[src/rtl/pipe_ctrl_if.sv]
// Pipeline control bus: stage stall requests, exception commit and redirect
// handshake, per-stage stall vector, flush and performance counters.
package pipe_ctrl_pkg;
  typedef struct packed {
    logic stall_if;
    logic stall_id;
    logic stall_ex;
    logic stall_mem;
    logic stall_wb;
  } Stall_t;
endpackage

interface pipe_ctrl_if #(
  parameter int PERF_CNT_W = 32
);
  import pipe_ctrl_pkg::*;

  logic                  stall_from_if;
  logic                  stall_from_id;
  logic                  stall_from_ex;
  logic                  stall_from_mem;
  logic                  except_occur;
  logic [31:0]           except_target;
  logic                  if_ready;
  Stall_t                stall;
  logic                  flush;
  logic                  redirect_valid;
  logic [31:0]           redirect_pc;
  logic [PERF_CNT_W-1:0] perf_stall_cycles;
  logic [PERF_CNT_W-1:0] perf_flush_cnt;

  // Pipeline side: raises requests, consumes stall/flush/redirect.
  modport master (
    output stall_from_if, stall_from_id, stall_from_ex, stall_from_mem,
    output except_occur, except_target, if_ready,
    input  stall, flush, redirect_valid, redirect_pc,
    input  perf_stall_cycles, perf_flush_cnt
  );

  // Controller side.
  modport slave (
    input  stall_from_if, stall_from_id, stall_from_ex, stall_from_mem,
    input  except_occur, except_target, if_ready,
    output stall, flush, redirect_valid, redirect_pc,
    output perf_stall_cycles, perf_flush_cnt
  );
endinterface

[src/rtl/pipe_ctrl.sv]
// Pipeline hazard/exception controller: combinational stall priority, exception
// flush with deferred commit, and fetch redirect. Counters need PIPE_CTRL_PERF_CNT_EN.
module pipe_ctrl #(
  parameter int PERF_CNT_W = 32
) (
  input  logic       clk,
  input  logic       rst,
  pipe_ctrl_if.slave bus
);
  import pipe_ctrl_pkg::*;

  typedef enum logic [1:0] {RUN, PEND, REDIR} state_t;

  state_t      r_state;
  logic        r_redirect_valid;
  logic [31:0] r_redirect_pc;
  logic [31:0] r_captured;

  logic   w_req_mem, w_req_ex, w_req_id, w_req_if;
  logic   w_force_if;
  logic   w_take_now;
  logic   w_pend_fire;
  logic   w_flush;
  logic   w_any_stall;
  Stall_t w_stall;

  // A request from a later stage also holds every earlier stage.
  assign w_req_mem = bus.stall_from_mem;
  assign w_req_ex  = w_req_mem | bus.stall_from_ex;
  assign w_req_id  = w_req_ex  | bus.stall_from_id;
  assign w_req_if  = w_req_id  | bus.stall_from_if;

  // Outstanding redirect keeps fetch frozen; reset leaves only raw requests.
  assign w_force_if  = !rst && (r_state == REDIR);
  assign w_take_now  = !rst && bus.except_occur && !bus.stall_from_mem && (r_state != PEND);
  assign w_pend_fire = !rst && (r_state == PEND) && !bus.stall_from_mem;
  assign w_flush     = w_take_now | w_pend_fire;

  // Flushed registers must clear, so a flush cycle releases every stall.
  always_comb begin
    w_stall = '0;
    if (!w_flush) begin
      w_stall.stall_if  = w_req_if | w_force_if;
      w_stall.stall_id  = w_req_id;
      w_stall.stall_ex  = w_req_ex;
      w_stall.stall_mem = w_req_mem;
      w_stall.stall_wb  = 1'b0;
    end
  end

  assign w_any_stall = |w_stall;

  always_ff @(posedge clk) begin
    if (rst) begin
      r_state          <= RUN;
      r_redirect_valid <= 1'b0;
      r_redirect_pc    <= '0;
      r_captured       <= '0;
    end else begin
      case (r_state)
        RUN, REDIR: begin
          if (bus.except_occur) begin
            if (!bus.stall_from_mem) begin
              r_redirect_pc    <= bus.except_target;
              r_redirect_valid <= 1'b1;
              r_state          <= REDIR;
            end else begin
              r_captured       <= bus.except_target;
              r_redirect_valid <= 1'b0;
              r_state          <= PEND;
            end
          end else if (r_state == REDIR && r_redirect_valid && bus.if_ready) begin
            r_redirect_valid <= 1'b0;
            r_state          <= RUN;
          end
        end
        PEND: begin
          // Later exceptions are ignored; the first captured target commits.
          if (!bus.stall_from_mem) begin
            r_redirect_pc    <= r_captured;
            r_redirect_valid <= 1'b1;
            r_state          <= REDIR;
          end
        end
        default: begin
          r_redirect_valid <= 1'b0;
          r_state          <= RUN;
        end
      endcase
    end
  end

  assign bus.stall          = w_stall;
  assign bus.flush          = w_flush;
  assign bus.redirect_valid = r_redirect_valid;
  assign bus.redirect_pc    = r_redirect_pc;

`ifdef PIPE_CTRL_PERF_CNT_EN
  logic [PERF_CNT_W-1:0] r_stall_cnt;
  logic [PERF_CNT_W-1:0] r_flush_cnt;

  // Free-running counters wrap naturally at 2^PERF_CNT_W.
  always_ff @(posedge clk) begin
    if (rst) begin
      r_stall_cnt <= '0;
      r_flush_cnt <= '0;
    end else begin
      if (w_any_stall) r_stall_cnt <= r_stall_cnt + 1'b1;
      if (w_flush)     r_flush_cnt <= r_flush_cnt + 1'b1;
    end
  end

  assign bus.perf_stall_cycles = r_stall_cnt;
  assign bus.perf_flush_cnt    = r_flush_cnt;
`else
  logic w_unused_perf;
  assign w_unused_perf         = w_any_stall;
  assign bus.perf_stall_cycles = '0;
  assign bus.perf_flush_cnt    = '0;
`endif

endmodule

[src/flat_wrapper.sv]
// flat-port wrapper written by rule: the top's interface ports become plain ports
module pipe_ctrl_flat import pipe_ctrl_pkg::*;
#(
  parameter int PERF_CNT_W = 32
)
  (clk, rst, bus_stall_from_if, bus_stall_from_id, bus_stall_from_ex, bus_stall_from_mem, bus_except_occur, bus_except_target, bus_if_ready, bus_stall, bus_flush, bus_redirect_valid, bus_redirect_pc, bus_perf_stall_cycles, bus_perf_flush_cnt);
  pipe_ctrl_if #(.PERF_CNT_W(PERF_CNT_W)) bus_i ();
  input  logic clk;
  input  logic rst;
  input wire logic [$bits(bus_i.stall_from_if)-1:0] bus_stall_from_if;
  input wire logic [$bits(bus_i.stall_from_id)-1:0] bus_stall_from_id;
  input wire logic [$bits(bus_i.stall_from_ex)-1:0] bus_stall_from_ex;
  input wire logic [$bits(bus_i.stall_from_mem)-1:0] bus_stall_from_mem;
  input wire logic [$bits(bus_i.except_occur)-1:0] bus_except_occur;
  input wire logic [$bits(bus_i.except_target)-1:0] bus_except_target;
  input wire logic [$bits(bus_i.if_ready)-1:0] bus_if_ready;
  output wire logic [$bits(bus_i.stall)-1:0] bus_stall;
  output wire logic [$bits(bus_i.flush)-1:0] bus_flush;
  output wire logic [$bits(bus_i.redirect_valid)-1:0] bus_redirect_valid;
  output wire logic [$bits(bus_i.redirect_pc)-1:0] bus_redirect_pc;
  output wire logic [$bits(bus_i.perf_stall_cycles)-1:0] bus_perf_stall_cycles;
  output wire logic [$bits(bus_i.perf_flush_cnt)-1:0] bus_perf_flush_cnt;
  assign bus_i.stall_from_if = bus_stall_from_if;
  assign bus_i.stall_from_id = bus_stall_from_id;
  assign bus_i.stall_from_ex = bus_stall_from_ex;
  assign bus_i.stall_from_mem = bus_stall_from_mem;
  assign bus_i.except_occur = bus_except_occur;
  assign bus_i.except_target = bus_except_target;
  assign bus_i.if_ready = bus_if_ready;
  assign bus_stall = bus_i.stall;
  assign bus_flush = bus_i.flush;
  assign bus_redirect_valid = bus_i.redirect_valid;
  assign bus_redirect_pc = bus_i.redirect_pc;
  assign bus_perf_stall_cycles = bus_i.perf_stall_cycles;
  assign bus_perf_flush_cnt = bus_i.perf_flush_cnt;
  pipe_ctrl #(.PERF_CNT_W(PERF_CNT_W)) u_core (.clk(clk), .rst(rst), .bus(bus_i));
endmodule
[config.mk]
export PLATFORM = sky130hd
export DESIGN_NAME = pipe_ctrl_flat
export DESIGN_NICKNAME = d
export VERILOG_FILES = /design/src/rtl/pipe_ctrl_if.sv /design/src/rtl/pipe_ctrl.sv /design/src/flat_wrapper.sv
export SDC_FILE = /design/constraint.sdc
export NUM_CORES = 1
export LEC_CHECK = 0
export ABC_AREA = 1
export CORE_MARGIN = 8
export CORE_UTILIZATION = 25
export DETAILED_ROUTE_END_ITERATION = 8
export HOLD_SLACK_MARGIN = 0.03
export PLACE_DENSITY = 0.53
export SYNTH_ARGS = -nofsm -noshare
export SYNTH_HDL_FRONTEND = slang
export SYNTH_SLANG_ARGS = --single-unit
export TNS_END_PERCENT = 50
[constraint.sdc]
create_clock -name clk -period 2 [get_ports clk]
set_input_delay 0.6 -clock clk [delete_from_list [all_inputs] [get_ports clk]]
set_output_delay 0.6 -clock clk [all_outputs]
set_load 0.1 [all_outputs]
Word-level counts from Yosys, hierarchy flattened

Index checks and enable logic that the tools add are counted.

Register bits after elaboration: 67
Output and inout port bits: 103

Eq/ne operators: 7
Mux-type cells: 15
Bitwise operators: 5
Reduce and logical (&&, ||, !) cells: 16

Operator list:

| kind                                                   | count |
|---|---|
| 2-to-1 mux 32 bit                                      | 3 |
| case mux 32 bit (2 select lines)                       | 1 |
| logical AND 1 bit                                      | 8 |
| 2-to-1 mux 2 bit                                       | 4 |
| inequality test 2 bit (second input constant)          | 3 |
| 2-to-1 mux 5 bit                                       | 1 |
| bitwise OR 1 bit                                       | 5 |
| 2-to-1 mux 1 bit                                       | 4 |
| case mux 2 bit (2 select lines)                        | 1 |
| AND reduction 4 bit                                    | 1 |
| inequality test 3 x 2 -> 1 bit (second input constant) | 1 |
| AND reduction 3 bit                                    | 1 |
| == test 2 x 1 -> 1 bit (second input constant)         | 1 |
| == test 2 bit (second input constant)                  | 1 |
| zero test 1 bit                                        | 2 |
| zero test 2 bit                                        | 1 |
| inequality test 2 x 1 -> 1 bit (second input constant) | 1 |
| case mux 1 bit (2 select lines)                        | 1 |
| AND reduction 2 bit                                    | 1 |
| nonzero test 2 bit                                     | 1 |
| OR reduction 2 bit                                     | 1 |

Depth between registers and ports, before layout

Gate-level depths: netlist (run 1).

Word-level depth: 6
Mapped depth: 9
Gate-level depth less buffers: 7

Worst setup path before layout (run 1)

Ideal clock, no wire load.

Kind: reg2out
From: register u_core.bus.redirect_valid (netlist name)
To: output port bus_stall[2]
Arrival: 3633 ps
Required time: 1400 ps
Path slack: -2233 ps
Stages on the path, launching flop included: 5
Path buffers: 0
Cells stage by stage: dfxtp_1 > inv_1 > nand2_2 > a21oi_1 > a21oi_1

RTL lines:

| what             | line               | RTL |
|---|---|---|
| end: declaration | flat_wrapper.sv:17 | `output wire logic [$bits(bus_i.stall)-1:0] bus_stall;` |

Worst setup path in the final report (run 1)

From: input port bus_stall_from_mem
To: output port bus_stall[4]

Longest elaborated chain between the ends: 5

RTL lines:

| what                                                         | line                                              | RTL |
|---|---|---|
| start: declaration                                           | flat_wrapper.sv:13                                | `input wire logic [$bits(bus_i.stall_from_mem)-1:0] bus_stall_from_mem;` |
| bitwise OR 1 bit / zero test 1 bit (equally long branches)   | pipe_ctrl.sv:29, pipe_ctrl.sv:35, pipe_ctrl.sv:36 |  |
| bitwise OR 1 bit / logical AND 1 bit (equally long branches) | pipe_ctrl.sv:30, pipe_ctrl.sv:35                  |  |
| bitwise OR 1 bit / logical AND 1 bit (equally long branches) | pipe_ctrl.sv:31, pipe_ctrl.sv:35                  |  |
| bitwise OR 1 bit (on tied branches)                          | pipe_ctrl.sv:43, pipe_ctrl.sv:37                  |  |
| 2-to-1 mux 5 bit *                                           | pipe_ctrl.sv:42                                   | `if (!w_flush) begin` |

Mark *: on every way between the ends. The rest lies on a longest branch, timed or not.

==> results of run 1 <==
[cells by family after synthesis]
family	Yosys count	synth area share
buf+inv	133	0.231
simple gates	302	0.334
other cells	1	0.00108
compound gates	36	0.0521
flops	66	0.382
[cell usage in the layout (no fill, tap or decap)]
cell type and instances:
nand2_1 162, nor2_1 128, conb_1 65, dfxtp_1 65, buf_12 43, inv_1 33
clkdlybuf4s50_1 33, o21ai_0 32, clkbuf_16 10, buf_4 10, inv_2 7, nand2_2 4
a21oi_4 3, nand3_1 3, clkbuf_8 3, nand3b_1 2, clkbuf_2 2, dlymetal6s2s_1 2
clkinvlp_4 1, nor2_4 1, nor2_2 1, and3_1 1, a21oi_1 1, clkbuf_1 1
clkinv_2 1, buf_6 1, buf_2 1, dfxtp_4 1
[through the flow]
| stage | hold WS (ps) | setup WS, ps | power, mW | TNS, ps | instances |
|---|---|---|---|---|---|
| CTS | 485 | -200 | 4.81 | -356 | 796 |
| finish | 480 | 41.3 | 4.74 | 0 | 797 |
| floorplan | 455 | -326 | 2.86 | -985 | 602 |
| detailed placement | 474 | -379 | 3.20 | -3020 | 780 |
| global route | 506 | -5.24 | 4.96 | -5.24 | 797 |
| global placement | 462 | -363 | 3.19 | -2690 | 780 |
[critical path, delay by kind of cell]
kind                   cells  cell delay [ps]
AND/OR/NAND/NOR            1               90
buffers and inverters      4              500
AO/OA/AOI/OAI              2              170
[power breakdown]
| group | internal (mW) | leakage, nW | switching [mW] | total [mW] |
|---|---|---|---|---|
| combinational | 0.433 | 1.73 | 1.25 | 1.68 |
| clock | 1.01 | 0.150 | 0.555 | 1.56 |
| sequential | 1.42 | 0.545 | 0.0769 | 1.49 |
[path summary, 6_finish.rpt]
check / end / slack, ps / cells after the start
hold / removal: u_core.r_captured[29]$_SDFFE_PP0P_ / 480 / 2
setup / recovery: bus_stall[4] / 40 / 7
setup reg to reg: u_core.bus.redirect_pc[11]$_SDFFE_PP0P_ / 300 / 9
hold reg to reg: u_core.r_captured[29]$_SDFFE_PP0P_ / 480 / 2
[what timing repair did]
item | CTS | global route
setup buffers | 2 | 2
pin swaps | 4 | 5
resized for setup | 13 | 10
setup endpoints to repair | 5 | 4
[synth_stat cells]
| master | number |
|---|---|
| inv_2 | 2 |
| and3_1 | 1 |
| nand3b_1 | 2 |
| a21oi_1 | 4 |
| dfxtp_1 | 66 |
| conb_1 | 1 |
| buf_4 | 66 |
| nor2_1 | 130 |
| nand3_1 | 3 |
| o21ai_0 | 32 |
| buf_6 | 5 |
| clkbuf_1 | 9 |
| inv_1 | 39 |
| buf_2 | 11 |
| buf_1 | 1 |
| nand2_2 | 3 |
| nand2_1 | 163 |
[registers in the layout, summed over array words and instances (netlist names)]
name                       count
u_core.r_state                 1
u_core.bus.redirect_valid      1
u_core.bus.redirect_pc        32
u_core.r_captured             32
[per-layer routing]
metal | vias to the layer above | track usage
met1 | 1342 | 0.107
li1 | 1617 | -
met5 | - | 0
met3 | 11 | 0.0399
met2 | 89 | 0.176
met4 | 0 | 0.0455
[final cells by class]
cell class | count | share of cell area
flip-flops and latches | 66 | 0.268
repair buffers | 92 | 0.266
inverters | 41 | 0.0318
well taps | 180 | 0.0455
clock inverters | 1 | 0.00101
clock buffers | 14 | 0.0596
multi-input cells | 403 | 0.328
==> flow_summary_export.csv, run 1 <==
group,metric,value,unit
status,status,"finished clean",
placement,dpl-instance-area,0.00463,mm^2
yosys,synth_top_area_frac,0.382,
critical_path,worstPathArrival,1360,ps
timing,max_freq,0.511,GHz
yosys,syn_avg_cell_area,6.43,um^2
routing,top_layer_used,"met4",
cts,hold_buffers,0,
cts,cts_tree,"built",
timing,timing.final.crit_share,0.979,
timing,min_period,1960,ps
cts,clkLatencyLatePin,330,ps
min_path,hp-start,"u_core.r_captured[29]$_SDFFE_PP0P_",
global_routing,globalRouteTotalUtil,0.102,
cts,cts_sinks,66,
final_layout,fin_util,0.361,
cts,ctsLongestPathBuffers,2,
yosys,syn_area,0.00346,mm^2
yosys,yosysTopAreaCell,"dfxtp_1",
critical_path,startpoint,"bus_stall_from_mem",
yosys,ys_ff_latch,66,
global_routing,antenna_found_initial,0,
critical_path,crit_fanout,4,
yosys,ys_top_cells_by_area,"dfxtp_1 (38%), nand2_1 (18%), buf_4 (14%), nor2_1 (14%), o21ai_0 (4.6%)",
placement,gp_congestion,0.756,
critical_path,crit_chain,"buf_6 > clkinvlp_4 > nand2_2 > a21oi_4 > buf_12 > a21oi_4 > buf_12",
power,leakage,2.42,nW
power,ir_worst_vdd,656,uV
critical_path,rr_startpoint,"u_core.bus.redirect_valid$_SDFFE_PP0P_",
final_layout,synthToLayoutAreaGrowth,43.2,%
routing,ant_nets,0,
global_routing,grt_pass1_vias,3051,
critical_path,critPathLaunchType,"input pin",
final_layout,num-nets-final,653,
cts,cts-buffers-inserted,9,
routing,drc,0,
critical_path,cp_slowest_cell,"buf_12",
critical_path,endpoint_kind,"output port",
critical_path,path_class,"in2out",
timing,finalMaxSlewViolations,0,
timing,fin_skew,9.34,ps
final_layout,fin_area,0.00495,mm^2
final_layout,regArea,0.00133,mm^2
critical_path,crit_path_max_incr_delay,190,ps
timing,finalHoldViolCount,0,
global_routing,grt.overflow.total,0,
critical_path,cp.required,1400,ps
floorplanning,num_rows,43,
final_layout,multi_input_area,0.00163,mm^2
routing,wl_met2,4.22,mm
floorplanning,initial_core_util,0.252,
routing,routed_wl,8.77,mm
yosys,seq_area_frac_synth,0.382,
cts,cts_root_buf,"clkbuf_16",
routing,vias_per_cell,3.84,
yosys,netlist_instances,538,
floorplanning,die_area,0.0179,mm^2
final_layout,drive_above_1_share,0.144,
final_layout,fillers,1471,
floorplanning,pin_count,143,
routing,wl_met1,3.76,mm
global_routing,grt_pass1_wl,14.8,mm
routing,drt-pass1-iter-count,4,
yosys,ys_warn_count,0,
yosys,synth.distinct_cells,17,
floorplanning,die_h,134,um
floorplanning,die_w,134,um
min_path,min_path_type,"reg2reg",
job,drv_cap,0,
cts,clkTransAtPathRegs,50,ps
timing,tightestPinTransition,631,ps
routing,vias,3059,
placement,io_buffers,77,
final_layout,antenna_cells,0,
timing,finalSetupViolations,0,
routing,avgRoutedWirePerCell,11.0,um
routing,drt_iter0_drc,85,
cts,h-tree-depth,3,
global_routing,grt_max_degree,67,
placement,place_hpwl,6.27,mm
floorplanning,core,0.0137,mm^2
timing,slew_headroom,0.580,
routing,dr_wl_met3,633,um
power,power.density,957,mW/mm^2
(Power assumes the default switching activity.)
==> run 2, diff against run 1 <==
GPL_TIMING_DRIVEN = 1   (was not set)
==> results of run 2 <==
The final DEF is identical to that of run 1; final timing and power are the same.
